--- config.mk ---
export PLATFORM = sky130hd
export DESIGN_NAME = ldr_avalon_slave
export DESIGN_NICKNAME = d
export VERILOG_FILES = /design/src/rtl/ldr_avalon_slave.sv
export SDC_FILE = /design/constraint.sdc
export NUM_CORES = 1
export LEC_CHECK = 0
export ABC_AREA = 0
export BUFFER_PORTS_ARGS = -buffer_cell sky130_fd_sc_hd__buf_2
export CORE_MARGIN = 4
export CORE_UTILIZATION = 38
export DETAILED_ROUTE_END_ITERATION = 6
export PLACE_DENSITY = 0.68
export RECOVER_POWER = 100
export SKIP_LAST_GASP = 1
export SYNTH_ARGS = -nofsm -noshare
export SYNTH_HDL_FRONTEND = slang
export SYNTH_SLANG_ARGS = --single-unit
--- constraint.sdc ---
create_clock -name clk -period 12.3 [get_ports clk]
set_input_delay 1.23 -clock clk [delete_from_list [all_inputs] [get_ports clk]]
set_output_delay 1.23 -clock clk [all_outputs]
set_load 0.02 [all_outputs]
--- src/rtl/ldr_avalon_slave.sv ---
// Avalon-MM slave that fronts a Levinson-Durbin recursion core.
// Holds the autocorrelation words R0..R[ORDER], latches the predictor words
// A0..A[ORDER], runs the start/done handshake with a timeout and a run-cycle
// counter, and raises a level interrupt when a run finishes.
//
// Bus handshake: a transfer is accepted on any clk edge where read or write is
// high (no wait states). readdata is registered, valid exactly one cycle after
// the read strobe and held until the next read. When read and write hit the
// same cycle, the read returns the value from before the write.
module ldr_avalon_slave #(
   parameter int ORDER   = 10,
   parameter int DW      = 16,
   parameter int AW      = 16,
   parameter int TIMEOUT = 4095
) (
   input  logic                    clk,
   input  logic                    rst,
   input  logic [AW-1:0]           address,
   input  logic                    read,
   input  logic                    write,
   input  logic [DW-1:0]           writedata,
   output logic [DW-1:0]           readdata,
   output logic                    irq,
   output logic                    core_rst_n,
   output logic                    core_start,
   output logic [(ORDER+1)*DW-1:0] core_r,
   input  logic [(ORDER+1)*DW-1:0] core_a,
   input  logic                    core_done,
   input  logic                    core_err,
   output logic [7:0]              led,
   output logic [1:0]              dbg_state
);

   localparam int NR     = ORDER + 1;
   localparam int R_BASE = 2;
   localparam int A_BASE = 3 + ORDER;

   localparam logic [AW-1:0] ADDR_CTRL   = AW'(0);
   localparam logic [AW-1:0] ADDR_STATUS = AW'(1);
   localparam logic [AW-1:0] ADDR_CYC    = AW'(4 + 2*ORDER);

   localparam logic [DW-1:0] TO_VAL = DW'(TIMEOUT);
   localparam bit            TO_EN  = (TIMEOUT != 0);

   // Sequencer states
   localparam logic [1:0] S_IDLE  = 2'd0;
   localparam logic [1:0] S_ISSUE = 2'd1;
   localparam logic [1:0] S_RUN   = 2'd2;
   localparam logic [1:0] S_DONE  = 2'd3;

   logic [1:0]    state_q, state_d;
   logic [DW-1:0] cycles_q, cycles_d;
   logic          soft_rst_q, soft_rst_d;
   logic          irq_en_q, irq_en_d;
   logic          done_q, done_d;
   logic          err_q, err_d;
   logic          irq_pend_q, irq_pend_d;
   logic          timeout_q, timeout_d;
   logic          overrun_q, overrun_d;
   logic          core_start_q, core_start_d;
   logic          core_rst_n_q, core_rst_n_d;
   logic [DW-1:0] readdata_q, rd_val;
   logic [DW-1:0] r_q [NR];
   logic [DW-1:0] a_q [NR];

   logic          busy;
   logic          wr_ctrl, wr_status;
   logic          start_req;
   logic [NR-1:0] r_wr;
   logic          r_wr_any;
   logic          a_load, a_clear;
   logic          timeout_fire;
   logic [DW-1:0] status_val;

   assign busy       = (state_q != S_IDLE);
   assign wr_ctrl    = write && (address == ADDR_CTRL);
   assign wr_status  = write && (address == ADDR_STATUS);
   // A start written together with soft_rst=1 is dropped.
   assign start_req  = wr_ctrl && writedata[1] && !writedata[0];
   assign status_val = {{(DW-6){1'b0}}, overrun_q, timeout_q, irq_pend_q,
                        err_q, busy, done_q};

   // Decode which R word (if any) this write targets
   always_comb begin
      r_wr = '0;
      for (int i = 0; i < NR; i++) begin
         r_wr[i] = write && (address == AW'(R_BASE + i));
      end
   end
   assign r_wr_any = |r_wr;

   // Next-state logic for the sequencer, control and sticky status bits
   always_comb begin
      soft_rst_d   = soft_rst_q;
      irq_en_d     = irq_en_q;
      state_d      = state_q;
      cycles_d     = cycles_q;
      core_start_d = 1'b0;
      timeout_fire = 1'b0;
      a_load       = 1'b0;
      a_clear      = 1'b0;

      if (wr_ctrl) begin
         soft_rst_d = writedata[0];
         irq_en_d   = writedata[2];
      end

      // Write-1-to-clear first, so hardware set events in the same cycle win.
      done_d     = done_q     & ~(wr_status & writedata[0]);
      err_d      = err_q      & ~(wr_status & writedata[2]);
      irq_pend_d = irq_pend_q & ~(wr_status & writedata[3]);
      timeout_d  = timeout_q  & ~(wr_status & writedata[4]);
      overrun_d  = overrun_q  & ~(wr_status & writedata[5]);

      if (busy && (start_req || r_wr_any)) begin
         overrun_d = 1'b1;
      end

      case (state_q)
         S_IDLE: begin
            if (start_req) begin
               state_d      = S_ISSUE;
               core_start_d = 1'b1;
               cycles_d     = '0;
               done_d       = 1'b0;
            end
         end
         S_ISSUE: state_d = S_RUN;
         S_RUN: begin
            // core_done takes priority over a timeout landing on the same cycle.
            if (core_done) begin
               state_d = S_DONE;
               a_load  = 1'b1;
               err_d   = core_err;
            end else if (TO_EN && (cycles_q == TO_VAL)) begin
               state_d      = S_DONE;
               err_d        = 1'b1;
               timeout_d    = 1'b1;
               timeout_fire = 1'b1;
            end else if (cycles_q != '1) begin
               cycles_d = cycles_q + 1'b1;
            end
         end
         S_DONE: begin
            state_d    = S_IDLE;
            done_d     = 1'b1;
            irq_pend_d = 1'b1;
         end
         default: state_d = S_IDLE;
      endcase

      // Soft reset aborts any run and wipes results; R and irq_en survive.
      if (soft_rst_d) begin
         state_d      = S_IDLE;
         core_start_d = 1'b0;
         cycles_d     = '0;
         done_d       = 1'b0;
         err_d        = 1'b0;
         irq_pend_d   = 1'b0;
         timeout_d    = 1'b0;
         overrun_d    = 1'b0;
         a_load       = 1'b0;
         a_clear      = 1'b1;
      end

      core_rst_n_d = !soft_rst_d && !timeout_fire;
   end

   // Read mux over the register map; unmapped addresses read 0
   always_comb begin
      rd_val = '0;
      if (address == ADDR_CTRL) begin
         rd_val = {{(DW-3){1'b0}}, irq_en_q, 1'b0, soft_rst_q};
      end else if (address == ADDR_STATUS) begin
         rd_val = status_val;
      end else if (address == ADDR_CYC) begin
         rd_val = cycles_q;
      end
      for (int i = 0; i < NR; i++) begin
         if (address == AW'(R_BASE + i)) rd_val = r_q[i];
         if (address == AW'(A_BASE + i)) rd_val = a_q[i];
      end
   end

   // Control, status, sequencer and read-data registers
   always_ff @(posedge clk) begin
      if (!rst) begin
         state_q      <= S_IDLE;
         cycles_q     <= '0;
         soft_rst_q   <= 1'b0;
         irq_en_q     <= 1'b0;
         done_q       <= 1'b0;
         err_q        <= 1'b0;
         irq_pend_q   <= 1'b0;
         timeout_q    <= 1'b0;
         overrun_q    <= 1'b0;
         core_start_q <= 1'b0;
         core_rst_n_q <= 1'b0;
         readdata_q   <= '0;
      end else begin
         state_q      <= state_d;
         cycles_q     <= cycles_d;
         soft_rst_q   <= soft_rst_d;
         irq_en_q     <= irq_en_d;
         done_q       <= done_d;
         err_q        <= err_d;
         irq_pend_q   <= irq_pend_d;
         timeout_q    <= timeout_d;
         overrun_q    <= overrun_d;
         core_start_q <= core_start_d;
         core_rst_n_q <= core_rst_n_d;
         if (read) begin
            readdata_q <= rd_val;
         end
      end
   end

   // R words: bus-writable only while the sequencer is idle
   always_ff @(posedge clk) begin
      if (!rst) begin
         for (int i = 0; i < NR; i++) r_q[i] <= '0;
      end else begin
         for (int i = 0; i < NR; i++) begin
            if (r_wr[i] && !busy) r_q[i] <= writedata;
         end
      end
   end

   // A words: captured verbatim from the core on completion
   always_ff @(posedge clk) begin
      if (!rst) begin
         for (int i = 0; i < NR; i++) a_q[i] <= '0;
      end else if (a_clear) begin
         for (int i = 0; i < NR; i++) a_q[i] <= '0;
      end else if (a_load) begin
         for (int i = 0; i < NR; i++) a_q[i] <= core_a[i*DW +: DW];
      end
   end

   // Flatten R words towards the core, R0 in the LSBs
   always_comb begin
      core_r = '0;
      for (int i = 0; i < NR; i++) begin
         core_r[i*DW +: DW] = r_q[i];
      end
   end

   assign readdata   = readdata_q;
   assign irq        = irq_pend_q & irq_en_q;
   assign core_start = core_start_q;
   assign core_rst_n = core_rst_n_q;
   assign led        = {4'b0000, irq_pend_q, err_q, done_q, busy};
   assign dbg_state  = state_q;

endmodule

==> results of run 1 <==
-- kinds of logic after synthesis --
family / after synthesis / synth area share
other cells: 1 / 0.000205
xor+xnor: 14 / 0.00670
simple gates: 738 / 0.202
fa+ha+maj: 4 / 0.00273
mux: 10 / 0.00649
compound gates: 306 / 0.123
buf+inv: 142 / 0.0343
flops: 395 / 0.624
-- power breakdown --
part,internal (mW),switching [mW]
logic,0.0518,0.164
clock network,0.732,0.551
registers,1.51,0.0389
-- how the worst max path moves through the flow --
| stage | from | endpoint | slack (ns) | cells past startpoint |
|---|---|---|---|---|
| after detailed placement | address[14] | a_q[1][6] | 6.66 | 10 |
| final | rst | a_q[10][8] | 3.97 | 4 |
| after global routing | rst | a_q[6][14] | 3.64 | 4 |
| after CTS | address[14] | a_q[1][6] | 7.23 | 10 |
| after global placement | address[14] | a_q[1][7] | 6.78 | 10 |
| after floorplan | address[14] | a_q[0][0] | 4.31 | 6 |
-- Yosys cell counts, types with 5 or more instances --
library cell	number
sky130_fd_sc_hd__o211ai_1	17
sky130_fd_sc_hd__nand3_1	43
sky130_fd_sc_hd__mux2_2	5
sky130_fd_sc_hd__nor3_2	7
sky130_fd_sc_hd__inv_1	25
sky130_fd_sc_hd__nor3_1	35
sky130_fd_sc_hd__edfxtp_1	352
sky130_fd_sc_hd__o22ai_1	17
sky130_fd_sc_hd__dfxtp_1	43
sky130_fd_sc_hd__nand2_1	117
sky130_fd_sc_hd__and2_1	180
sky130_fd_sc_hd__a2111oi_0	8
sky130_fd_sc_hd__nor2b_1	9
sky130_fd_sc_hd__o221ai_1	24
sky130_fd_sc_hd__a221oi_1	37
sky130_fd_sc_hd__a22o_1	5
sky130_fd_sc_hd__and3_1	8
sky130_fd_sc_hd__buf_2	16
sky130_fd_sc_hd__a222oi_1	12
sky130_fd_sc_hd__xnor2_1	5
sky130_fd_sc_hd__nor2_1	262
sky130_fd_sc_hd__nand2b_1	6
sky130_fd_sc_hd__or4_1	9
sky130_fd_sc_hd__xor2_1	9
sky130_fd_sc_hd__buf_4	20
sky130_fd_sc_hd__a21oi_1	47
sky130_fd_sc_hd__nor4_1	11
sky130_fd_sc_hd__a31oi_1	6
sky130_fd_sc_hd__nand4_1	15
sky130_fd_sc_hd__o21ai_0	41
sky130_fd_sc_hd__a211oi_1	6
sky130_fd_sc_hd__or3_1	11
sky130_fd_sc_hd__a221o_1	13
sky130_fd_sc_hd__a22oi_1	29
sky130_fd_sc_hd__clkbuf_1	78
sky130_fd_sc_hd__or2_2	5
-- metal layers --
layer	wire, um	global-route usage	up-vias
met5	13	0	-
met4	4840	0.142	2
met3	10500	0.0854	259
met2	35300	0.448	1297
met1	29000	0.384	7844
li1	-	-	6727
-- state kept, by name (all words and copies together) (netlist names), 2 cells and up --
signal,count
a_q,176
r_q,176
cycles_q,16
readdata,16
dbg_state,2
-- layout make-up --
| class | count | area [um^2] |
|---|---|---|
| antenna | 4 | 10.0 |
| clock buffer | 56 | 1170 |
| clock inverter | 19 | 193 |
| fill | 4588 | 25700 |
| inverter | 25 | 93.8 |
| multi-input combinational | 1076 | 6240 |
| sequential | 395 | 11400 |
| tap | 615 | 769 |
| timing repair buffer | 442 | 2000 |
-- critical path: cells and delay by family --
family | cells | cell delay, ns
AND/OR/NAND/NOR | 1 | 2.59
buffers and inverters | 3 | 4.09
-- layout by cell type (no fill, tap or decap), types with 6 or more instances in the layout --
master	count
sky130_fd_sc_hd__edfxtp_1	352
sky130_fd_sc_hd__inv_1	25
sky130_fd_sc_hd__clkinv_1	6
sky130_fd_sc_hd__or4_1	9
sky130_fd_sc_hd__and3_1	8
sky130_fd_sc_hd__o211ai_1	17
sky130_fd_sc_hd__dfxtp_1	43
sky130_fd_sc_hd__buf_2	213
sky130_fd_sc_hd__and2_0	81
sky130_fd_sc_hd__nor3_2	6
sky130_fd_sc_hd__nand4_1	15
sky130_fd_sc_hd__clkbuf_16	44
sky130_fd_sc_hd__or3_1	11
sky130_fd_sc_hd__nand2_1	118
sky130_fd_sc_hd__buf_4	19
sky130_fd_sc_hd__nor4_1	12
sky130_fd_sc_hd__a2111oi_0	7
sky130_fd_sc_hd__a21oi_1	47
sky130_fd_sc_hd__a221o_1	13
sky130_fd_sc_hd__a211oi_1	6
sky130_fd_sc_hd__a31oi_1	6
sky130_fd_sc_hd__nor3_1	36
sky130_fd_sc_hd__o221ai_1	24
sky130_fd_sc_hd__a221oi_1	37
sky130_fd_sc_hd__nor2b_1	9
sky130_fd_sc_hd__nor2_1	262
sky130_fd_sc_hd__o21ai_0	44
sky130_fd_sc_hd__xor2_1	9
sky130_fd_sc_hd__nand2b_1	6
sky130_fd_sc_hd__o22ai_1	17
sky130_fd_sc_hd__a222oi_1	12
sky130_fd_sc_hd__clkbuf_1	220
sky130_fd_sc_hd__a22oi_1	29
sky130_fd_sc_hd__nand3_1	43
sky130_fd_sc_hd__and2_1	99
-- stage by stage --
step,hold WS (ns),worst slack (ns)
finish,0.485,3.97
CTS,0.460,7.23
global route,0.538,3.64
floorplan,0.454,4.31
global placement,0.439,6.78
detailed placement,0.453,6.66
==> impl_metrics.py, run 1 <==
metrics = {
    "run_status": {
        "run_status": "complete, but fails checks",
        "failed_checks": "max-capacitance violations, max-slew violations",
    },
    "clock_network": {
        "cts_max_level": 2,
        "cts_tree": "done",
        "insertion_delay_ns": 0.58,
        "cts.repair.resized": 0,
        "clock-root-buffer": "sky130_fd_sc_hd__clkbuf_16",
        "clock_tree.buffer_depth": 3,
        "clkSlewWorstSetupHoldPaths_ns": 0.06,
        "holdBufCountCts": 0,
        "cts_num_sinks": 395,
        "tritoncts.num_buffers": 43,
        "postCtsSetupBuffers": 0,
    },
    "floorplan": {
        "start_util": 0.384,
        "design.portCount": 419,
        "placement_rows": 80,
        "die_w_um": 228,
        "floorplan.core_area_mm2": 0.0476,
        "dieArea_mm2": 0.0518,
        "die_h_um": 228,
    },
    "timing": {
        "final.period_utilization": 0.678,
        "min_clock_period_post_route_ns": 8.33,
        "timing.clock.skew_ns": 0.0240,
        "timing.slew.headroom": -1.82,
        "actual_slew_at_the_worst_max_slew_pin_ns": 4.23,
        "report.final.setup_viol": 0,
        "final_max_slew_viol_count": 332,
        "grt_setup_unrepaired": "no",
        "hold_viol_final": 0,
        "setup_tns_ns": 0,
        "fmax_ghz": 0.120,
    },
    "setup_path": {
        "worstPathCellList": "buf_2, clkbuf_1, nand3_1, clkbuf_1",
        "start_kind": "input port",
        "critPathSlowestCell": "sky130_fd_sc_hd__nand3_1",
        "cp.required_ns": 11.99,
        "regToRegStartpoint": "dbg_state[0]",
        "worst-r2r-setup-slack_ns": 6.09,
        "critPathMaxFanout": 70,
        "worst_ep_arrival_time_ns": 8.03,
        "critical_path.reg2reg.endpoint": "a_q[10][8]",
        "worst-r2r-cell-count": 5,
        "crit_top_cell": "sky130_fd_sc_hd__clkbuf_1",
        "max_stage_delay_ns": 2.59,
        "endpoint_kind": "flip-flop",
        "critical_path_class": "in2reg",
    },
    "power": {
        "leak_nw": 7.99,
        "power-per-cell-area_mw_per_mm2": 139,
        "total_power_mw": 3.05,
        "max-vdd-ir-drop_mv": 0.0925,
    },
    "grt": {
        "grt_pass1_vias": 15200,
        "grt_start_max_net_pins": 90,
        "globalRoute.totalOverflow": 0,
        "grt_antenna_before_repair": 5,
        "wire_length_of_the_first_global_routing_pass_um": 109000,
        "groute.usage.overall": 0.293,
    },
    "synth": {
        "postSynthAreaPerCell_um2": 11.4,
        "netlist_instances": 1610,
        "netlist.top_cell.by_area": "sky130_fd_sc_hd__edfxtp_1",
        "ys_seq_area_frac": 0.624,
        "number_of_flops_mapped_to_enable_cells_by_yosys": 352,
        "synth_area_mm2": 0.0183,
        "netlist.area_leader.share": 0.577,
        "synth-warning-count": 0,
        "postSynthRegisterBits": 395,
        "dominant_register_cell_in_the_synthesized_netlist": "sky130_fd_sc_hd__edfxtp_1",
        "synth_top_cells_by_area": "sky130_fd_sc_hd__edfxtp_1 58%, sky130_fd_sc_hd__and2_1 6.1%, sky130_fd_sc_hd__nor2_1 5.4%",
        "postSynth.asyncResetShare": 0,
        "synthDistinctLibCells": 77,
    },
    "routing": {
        "routed_wire_length_per_instance_um": 30.3,
        "postRouteAntennaNets": 0,
        "drcViolationCount": 0,
        "detail_route.vias_per_cell": 6.13,
        "detailedRoute.firstPassIterationCount": 6,
        "routed_wl_um": 79600,
        "drtIter0Drc": 2935,
        "vias": 16100,
    },
    "placement": {
        "finalWeightedCongestion": 1.01,
        "post_dp_cell_area_mm2": 0.0209,
        "detailedPlacementHpwl_um": 59200,
        "port_buffers": 414,
        "post-place-cells": 2553,
    },
    "worst_hold_path": {
        "min_delay_path_depth": 2,
        "min_delay_worst_endpoint": "readdata[15]",
        "holdCritStartpoint": "readdata[15]",
        "hold_path.class": "reg2reg",
    },
    "final_layout": {
        "post_route_cells_drive_above_1_share": 0.157,
        "areaGrowthSynthToFinish_pct": 19.6,
        "final_cells": 2632,
        "design.final.nets": 2201,
        "final_core_density": 0.460,
        "stdcell_area_mm2": 0.0219,
    },
    "job": {
        "max_cap_viol_count": 7,
    },
}
No activity file was read; power rests on OpenSTA's default activity.
==> run 2, diff against run 1 <==
Clock period 12.3 ns to 8.26 ns, I/O delays scaled along.
==> run 2 against run 1 <==
The flow finishes with violations (design-rule violations, max-capacitance violations, max-slew violations). Setup slack got worse by 1.6 ns. Clock skew up 0.011 ns. Final area rose by 0.63%. Sequential share of layout area down 0.33 points. Worst hold slack improved by 0.0056 ns. Non-clock buffer count decreased by 1. Highest routed layer is now met4. Total power is 54% higher. Die area unchanged.
==> impl_metrics.py, run 2 (synthesis gave the netlist of run 1 again) <==
metrics = {
    "setup_path": {
        "worst_ep_arrival_time_ns": 6.14,
        "worst-r2r-setup-slack_ns": 4.63,
        "critPathTopFamily": "simple AND/OR/NAND/NOR gates",
        "critical_path_buf_inv_count": 2,
        "critPathSlowestCell": "sky130_fd_sc_hd__nor4_1",
        "critPathMaxFanout": 18,
        "start_kind": "input port",
        "crit_top_cell": "sky130_fd_sc_hd__nand2_1",
        "critical_path_class": "in2reg",
        "endpoint_kind": "flip-flop",
        "cp.required_ns": 8.46,
        "max_stage_delay_ns": 1.39,
        "worstPathCellList": "buf_2, nor4_1, nand4_1, nor3_1, clkbuf_1, nand2_1, nand2_1",
    },
    "floorplan": {
        "start_util": 0.384,
        "floorplan.core_area_mm2": 0.0476,
        "placement_rows": 80,
        "die_h_um": 228,
        "die_w_um": 228,
        "design.portCount": 419,
        "dieArea_mm2": 0.0518,
    },
    "routing": {
        "detail_route.vias_per_cell": 6.16,
        "vias": 16200,
        "drcViolationCount": 7,
        "postRouteAntennaNets": 0,
        "detailedRoute.firstPassIterationCount": 7,
        "routed_wire_length_per_instance_um": 30.2,
        "drtIter0Drc": 2877,
        "routed_wl_um": 79600,
    },
    "clock_network": {
        "clkSlewWorstSetupHoldPaths_ns": 0.06,
        "clock-root-buffer": "sky130_fd_sc_hd__clkbuf_16",
        "holdBufCountCts": 0,
        "cts_max_level": 2,
        "postCtsSetupBuffers": 0,
        "insertion_delay_ns": 0.61,
        "cts_tree": "done",
        "cts.repair.resized": 0,
        "cts_num_sinks": 395,
        "tritoncts.num_buffers": 43,
        "clock_tree.buffer_depth": 3,
    },
    "final_layout": {
        "post_route_cells_drive_above_1_share": 0.162,
        "layout_commonest_cell": "sky130_fd_sc_hd__edfxtp_1",
        "filler_cell_count": 4607,
        "areaGrowthSynthToFinish_pct": 20.4,
        "reg_top3": "a_q: 176 flops, r_q: 176 flops",
        "final_cells": 2633,
        "design.final.nets": 2200,
        "layout_common_cells": "352 x sky130_fd_sc_hd__edfxtp_1, 262 x sky130_fd_sc_hd__nor2_1, 213 x sky130_fd_sc_hd__buf_2",
    },
    "power": {
        "power_frac_comb": 0.068,
        "total_power_mw": 4.69,
        "internal_power_mw": 3.52,
        "clkPwrFrac": 0.437,
        "max-vdd-ir-drop_mv": 0.136,
        "netSwitchingPower_mw": 1.17,
        "netSwitchingFraction": 0.249,
        "power-per-cell-area_mw_per_mm2": 213,
        "leak_nw": 8.04,
        "p_seq_frac": 0.494,
    },
    "worst_hold_path": {
        "hold_path.class": "reg2reg",
    },
    "placement": {
        "port_buffers": 414,
        "post-place-cells": 2552,
        "detailedPlacementHpwl_um": 59600,
        "finalWeightedCongestion": 1.01,
    },
    "timing": {
        "timing.slew.headroom": -1.02,
        "report.final.setup_viol": 0,
        "fmax_ghz": 0.168,
        "grt_setup_unrepaired": "no",
        "final_max_slew_viol_count": 78,
        "min_clock_period_post_route_ns": 5.94,
        "fin_hold_ws_ns": 0.490,
        "timing.clock.skew_ns": 0.0354,
        "hold_viol_final": 0,
        "actual_slew_at_the_worst_max_slew_pin_ns": 3.03,
        "final.period_utilization": 0.719,
        "setup_tns_ns": 0,
    },
    "run_status": {
        "run_status": "complete, but fails checks",
        "failed_checks": "design-rule violations, max-capacitance violations, max-slew violations",
    },
    "grt": {
        "grt_antenna_before_repair": 3,
        "grt_pass1_vias": 15300,
        "wire_length_of_the_first_global_routing_pass_um": 108000,
        "grt_start_max_net_pins": 91,
        "globalRoute.totalOverflow": 0,
        "groute.usage.overall": 0.293,
    },
    "job": {
        "max_cap_viol_count": 3,
    },
}
run 2: metrics by stage:
step	instance area [um^2]	setup WS, ns	utilization
after floorplan	18300	0.671	-
after global placement	20900	3.35	0.438
after detailed placement	20900	3.24	0.438
after CTS	22300	3.82	0.469
after global routing	22000	2.23	0.463
final	22000	2.32	0.463
run 2: cell type report:
| class | instances | area, um^2 | area share |
|---|---|---|---|
| sequential | 395 | 11400 | 0.519 |
| tap | 615 | 769 | 0.0349 |
| clock buffer | 48 | 1090 | 0.0497 |
| inverter | 25 | 93.8 | 0.00426 |
| multi-input combinational | 1076 | 6250 | 0.284 |
| timing repair buffer | 441 | 2010 | 0.0913 |
| clock inverter | 31 | 378 | 0.0171 |
| antenna | 2 | 5.00 | 0.000227 |
run 2: worst paths after layout:
| path | start | to | cells after the start |
|---|---|---|---|
| worst max register to register | dbg_state[0] | r_q[9][0] | 5 |
| worst max-delay path | address[14] | r_q[8][11] | 7 |
| worst min register to register | readdata[15] | readdata[15] | 2 |
| worst min-delay path | readdata[15] | readdata[15] | 2 |
run 2: worst register-to-register path, delay by kind of cell (launching register included):
family / cells / cell delay, ns
DFF: 1 / 0.34
adders and majority gates: 1 / 0.31
buffers and inverters: 1 / 0.09
and+or+nand+nor: 3 / 2.51
run 2: power groups by stage:
stage | clock network (mW) | registers, mW | logic, mW
floorplan | 0 | 2.37 | 0.112
global placement | 0 | 2.35 | 0.322
detailed placement | 0 | 2.35 | 0.324
CTS | 2.05 | 2.31 | 0.325
global route | 2.14 | 2.32 | 0.335
finish | 2.05 | 2.32 | 0.320
run 2: per-layer routing:
metal	routed length [um]	vias to the layer above	GRT usage
li1	-	6731	-
met1	29100	7790	0.382
met2	35100	1422	0.448
met3	10500	271	0.0883
met4	4840	0	0.142
met5	0	-	0
